<file path="src/rtl/booth_pkg.sv">
// Shared types for the radix-4 Booth multiplier: FSM states, recoding digits
// and the iteration-count helper.
package booth_pkg;

  typedef enum logic [1:0] {
    IDLE,
    ITER,
    OUT_LO,
    OUT_HI
  } state_t;

  typedef enum logic [2:0] {
    ZERO,
    PM,
    P2M,
    NM,
    N2M
  } digit_t;

  // Two multiplier bits per cycle over the W+2-bit extended multiplier.
  function automatic int iter_count(input int w);
    return w / 2 + 1;
  endfunction

endpackage

</file>
<file path="src/rtl/booth_r4_recode.sv">
// Combinational radix-4 Booth recoder: maps {q1, q0, q-1} to a digit and
// produces the matching signed addend at accumulator width.
module booth_r4_recode
  import booth_pkg::*;
#(
  parameter int W = 8
) (
  input  logic [2:0]   i_window,
  input  logic [W+1:0] i_m,
  output logic [W+3:0] o_addend
);

  digit_t       w_digit;
  logic [W+3:0] w_m1;
  logic [W+3:0] w_m2;

  assign w_m1 = {{2{i_m[W+1]}}, i_m};
  assign w_m2 = {w_m1[W+2:0], 1'b0};

  always_comb begin
    w_digit = ZERO;
    case (i_window)
      3'b001, 3'b010: w_digit = PM;
      3'b011:         w_digit = P2M;
      3'b100:         w_digit = N2M;
      3'b101, 3'b110: w_digit = NM;
      default:        w_digit = ZERO;
    endcase
  end

  always_comb begin
    o_addend = '0;
    case (w_digit)
      PM:      o_addend = w_m1;
      P2M:     o_addend = w_m2;
      NM:      o_addend = -w_m1;
      N2M:     o_addend = -w_m2;
      default: o_addend = '0;
    endcase
  end

endmodule

</file>
<file path="src/rtl/boothr4_mul.sv">
// Parametrised radix-4 Booth multiplier (signed/unsigned) behind a start/busy
// handshake; the 2W-bit product is held and streamed low word first.
module boothr4_mul
  import booth_pkg::*;
#(
  parameter int W = 8
) (
  input  logic           clk,
  input  logic           reset,
  input  logic           start,
  input  logic           signed_mode,
  input  logic [W-1:0]   M,
  input  logic [W-1:0]   Q,
  output logic           busy,
  output logic           out_valid,
  output logic           out_hi,
  output logic [W-1:0]   outbus,
  output logic           done,
  output logic [2*W-1:0] product
);

  localparam int N  = iter_count(W);
  localparam int CW = $clog2(N + 1);
  localparam int TW = 2 * W + 7;

  if ((W % 2) != 0 || W < 4) begin : g_bad_width
    $error("boothr4_mul: W must be even and at least 4");
  end

  state_t         r_state;
  state_t         w_next;
  logic [W+3:0]   r_a;
  logic [W+1:0]   r_q;
  logic [W+1:0]   r_m;
  logic           r_qm1;
  logic [CW-1:0]  r_cnt;
  logic           r_busy;
  logic           r_out_valid;
  logic           r_out_hi;
  logic           r_done;
  logic [W-1:0]   r_outbus;
  logic [2*W-1:0] r_product;

  logic [W+3:0]   w_addend;
  logic [W+3:0]   w_sum;
  logic [TW-1:0]  w_shift;
  logic           w_last;
  logic [W+1:0]   w_m_ext;
  logic [W+1:0]   w_q_ext;

  booth_r4_recode #(.W(W)) u_recode (
    .i_window ({r_q[1:0], r_qm1}),
    .i_m      (r_m),
    .o_addend (w_addend)
  );

  assign w_sum   = r_a + w_addend;
  assign w_shift = $signed({w_sum, r_q, r_qm1}) >>> 2;
  assign w_last  = (r_cnt == CW'(N - 1));
  assign w_m_ext = signed_mode ? {{2{M[W-1]}}, M} : {2'b00, M};
  assign w_q_ext = signed_mode ? {{2{Q[W-1]}}, Q} : {2'b00, Q};

  always_comb begin
    w_next = r_state;
    case (r_state)
      IDLE:    if (start) w_next = ITER;
      ITER:    if (w_last) w_next = OUT_LO;
      OUT_LO:  w_next = OUT_HI;
      OUT_HI:  w_next = IDLE;
      default: w_next = IDLE;
    endcase
  end

  // Outputs are registered from the next state so they line up with it.
  always_ff @(posedge clk) begin
    if (reset) begin
      r_state     <= IDLE;
      r_busy      <= 1'b0;
      r_out_valid <= 1'b0;
      r_out_hi    <= 1'b0;
      r_done      <= 1'b0;
      r_outbus    <= '0;
      r_product   <= '0;
    end else begin
      r_state     <= w_next;
      r_busy      <= (w_next != IDLE);
      r_out_valid <= (w_next == OUT_LO) || (w_next == OUT_HI);
      r_out_hi    <= (w_next == OUT_HI);
      r_done      <= (w_next == OUT_HI);
      if (w_next == OUT_LO)
        r_outbus <= w_shift[W:1];
      else if (w_next == OUT_HI)
        r_outbus <= r_product[2*W-1:W];
      else
        r_outbus <= '0;
      if (r_state == ITER && w_last)
        r_product <= w_shift[2*W:1];
    end
  end

  // Bits above 2W of {A, Q} are redundant and simply dropped at the end.
  always_ff @(posedge clk) begin
    if (reset) begin
      r_a   <= '0;
      r_q   <= '0;
      r_m   <= '0;
      r_qm1 <= 1'b0;
      r_cnt <= '0;
    end else begin
      case (r_state)
        IDLE: begin
          if (start) begin
            r_a   <= '0;
            r_q   <= w_q_ext;
            r_m   <= w_m_ext;
            r_qm1 <= 1'b0;
            r_cnt <= '0;
          end
        end
        ITER: begin
          {r_a, r_q, r_qm1} <= w_shift;
          r_cnt             <= r_cnt + CW'(1);
        end
        default: ;
      endcase
    end
  end

  assign busy      = r_busy;
  assign out_valid = r_out_valid;
  assign out_hi    = r_out_hi;
  assign done      = r_done;
  assign outbus    = r_outbus;
  assign product   = r_product;

endmodule
</file>
<file path="config.mk">
export PLATFORM = sky130hd
export DESIGN_NAME = boothr4_mul
export DESIGN_NICKNAME = d
export VERILOG_FILES = /design/src/rtl/booth_pkg.sv /design/src/rtl/booth_r4_recode.sv /design/src/rtl/boothr4_mul.sv
export SDC_FILE = /design/constraint.sdc
export NUM_CORES = 1
export LEC_CHECK = 0
export ABC_AREA = 1
export ABC_CLOCK_PERIOD_IN_PS = 3200
export CAP_MARGIN = 20
export CORE_ASPECT_RATIO = 0.7
export CORE_MARGIN = 8
export CORE_UTILIZATION = 50
export DETAILED_ROUTE_END_ITERATION = 10
export GPL_TIMING_DRIVEN = 0
export PLACE_DENSITY = 0.85
export SYNTH_ARGS = -nofsm -noshare
export SYNTH_HDL_FRONTEND = slang
export SYNTH_HIERARCHICAL = 1
export SYNTH_SLANG_ARGS = --single-unit
</file>
<file path="constraint.sdc">
create_clock -name clk -period 3.2 [get_ports clk]
set_input_delay 0.48 -clock clk [delete_from_list [all_inputs] [get_ports clk]]
set_output_delay 0.48 -clock clk [all_outputs]
set_load 0.005 [all_outputs]
</file>
==> impl_metrics.toml <==
[clock_network]
cts_buffer_depth = 2
clk_pin_slew_ns = 0.07
numCtsBuffers = 9
clock_latency_ns = 0.34
cts_hold_buf = 0
cts_setup_buffers = 0
cts-root-buf = "clkbuf_8"
cts_tree = "built"
h-tree-depth = 3
clock_sinks = 62
cts_resized = 0

[layout]
syn_to_final_growth_pct = 22.7
n_fill_cell = 594
n_antenna_cell = 0
stdcell_area_um2 = 4200
fin_nets = 602
drive_gt1_share_pct = 10.8
utilization_pct = 62.7
fin_cells = 666

[logic_synthesis]
yosys_warnings = 6
avgSynthCellArea_um2 = 6.70
ys_seq_elements = 62
syn-cell-area_um2 = 3420
ys_seq_area_share_pct = 36.3
ys.flop_type = "dfxtp_1"
async_flop_share_pct = 0
synth-edff-count = 0
synth.distinct_cells = 30
netlist_instances = 510
syn-num-nets = 545

[global_route]
grt_pass1_vias = 3179
grt_pass1_wl_um = 15300
grt_remaining_overflow = 0
track_usage_pct = 19.6
grt_max_degree = 12
antenna_found_initial = 0

[pwr]
p_total_mw = 1.83
p_leak_nw = 1.85
power.switching_mw = 0.544
power_density_nw_per_um2 = 437
swShare_pct = 29.7
seq_power_share_pct = 45.2
vdd_drop_max_mv = 0.387
clkPwrFrac_pct = 38.0
comb_power_share_pct = 16.8
internal_power_mw = 1.29

[floorplan]
dieArea_um2 = 9780
die_x_um = 115
core_area_um2 = 6690
dieHeight_um = 85.2
pin_count = 48
initial_utilization_pct = 51.1
rows = 25

[place]
place_area_um2 = 4000
dp_cells = 650
dp_hpwl_um = 7150
port_buffers = 46
dpl_worst_slack_ns = 0.636
gp_congestion = 0.935

[worst_setup_path]
arrival_ns = 2.84
crit_type = "flop to flop"
critPathLaunchType = "flop"
critPathMaxFanout = 10
cp-end-kind = "flop"
cp.required_ns = 3.40

[status]
outcome = "complete, no violations"

[sta]
hold_violations = 0
period_share_pct = 82.6
finClkSkew_ns = 0.00851
worst_pin_slew_ns = 0.711
tns_ns = 0
setup_ws_ns = 0.557
setup_viol = 0
slew_headroom_pct = 52.6
rsz0062_at_grt = "false"
whs_ns = 0.432
fin_crit_ns = 2.64
slew_viol_final = 0
fmax_mhz = 378

[detailed_routing]
firstDrtPassIters = 5
wl_per_cell_um = 14.0
via_per_inst = 5.26
wl_um = 9340
drtIter0Drc = 343
num_vias = 3501
ant_nets = 0
route.detailed.drc = 0

[flow_run]
max_cap_viol_count = 0

[worst_hold_path]
hold_path_class = "input pin to flop"
state kept, by name, indices dropped and copies added, names as in the netlist:
| register | count |
|---|---|
| outbus | 8 |
| r_state | 2 |
| busy | 1 |
| done | 1 |
| out_valid | 1 |
| r_qm1 | 1 |
| r_a | 10 |
| r_cnt | 3 |
| product | 16 |
| r_q | 10 |
| r_m | 9 |
worst paths after layout:
kind,startpoint,endpoint,slack (ns),cells after the start
worst max-delay path,r_q[0]$_SDFFE_PP0P_,product[14]$_SDFFE_PP0P_,0.56,13
worst min-delay path,reset,product[9]$_SDFFE_PP0P_,0.43,2
worst max register to register,r_q[0]$_SDFFE_PP0P_,product[14]$_SDFFE_PP0P_,0.56,13
worst min register to register,product[0]$_SDFFE_PP0P_,product[0]$_SDFFE_PP0P_,0.46,2
cell families after synthesis:
family          count (synthesis)  synth area share, %
fa+ha+maj                      15                 5.71
xor+xnor                        7                 1.79
simple gates                  270                 34.5
buf+inv                        81                 9.63
flops                          62                 36.3
compound gates                 75                 12.0
worst max-delay path: stages (launching register included):
cell and delay [ns]:
dfxtp_1 0.39, nor2_2 0.09, nand2_1 0.11, clkinv_2 0.16, o21ai_0 0.20, o211ai_1 0.20
fa_1 0.52, nand3_1 0.10, nand3_1 0.14, nand2_1 0.10, nand2_1 0.06, or2_2 0.29
nand3_1 0.08, a21oi_1 0.06
final cells by class:
class                           instances  area [um2]  area share [%]
Sequential cell                        62        1240            29.6
Multi-Input combinational cell        367        1850            44.1
Timing Repair Buffer                   46         460            11.0
Tap cell                               94         118            2.80
Clock buffer                           10         138            3.28
Buffer                                 15        80.1            1.91
Inverter                               66         249            5.93
Clock inverter                          6        61.3            1.46
routing by layer:
metal	track usage (%)	up-vias	wire length [um]
li1	-	1746	-
met4	6.18	0	85
met3	4.68	11	814
met2	29.0	132	4010
met1	27.3	1612	4430
met5	0	-	0
cells in the final DEF, fill, tap and decap left out, types with 3 or more instances in the layout:
master	n
inv_2	7
ha_1	14
xor2_1	6
nor2_4	5
o211ai_1	3
nand4_1	4
nand3_1	50
clkdlybuf4s50_1	46
o21ai_0	18
dfxtp_1	62
a21oi_1	44
buf_4	4
clkbuf_8	10
clkinv_2	4
nor2_2	6
nand2_2	9
buf_2	7
nor2_1	30
nand2_1	161
inv_1	58
clkbuf_1	4
power by group through the flow:
stage	logic, mW	registers, mW	clock network (mW)
final	0.308	0.830	0.697
after global routing	0.341	0.833	0.733
after CTS	0.303	0.829	0.704
after detailed placement	0.302	0.847	0
after global placement	0.294	0.845	0
after floorplan	0.215	0.838	0
cell usage after synthesis, types with 3 or more instances:
master / count / area, um2
nor2_2: 6 / 37.5
buf_4: 4 / 30.0
nor2_1: 30 / 113
xor2_1: 6 / 52.6
o211ai_1: 3 / 22.5
nand2_1: 161 / 604
dfxtp_1: 62 / 1240
inv_2: 7 / 26.3
a21oi_1: 44 / 220
nand2_2: 9 / 56.3
ha_1: 14 / 175
inv_1: 58 / 218
o21ai_0: 18 / 90.1
nand3_1: 50 / 250
clkbuf_1: 4 / 15.0
nor2_4: 5 / 56.3
nand4_1: 4 / 25.0
buf_2: 7 / 35.0
(Power assumes the default switching activity.)
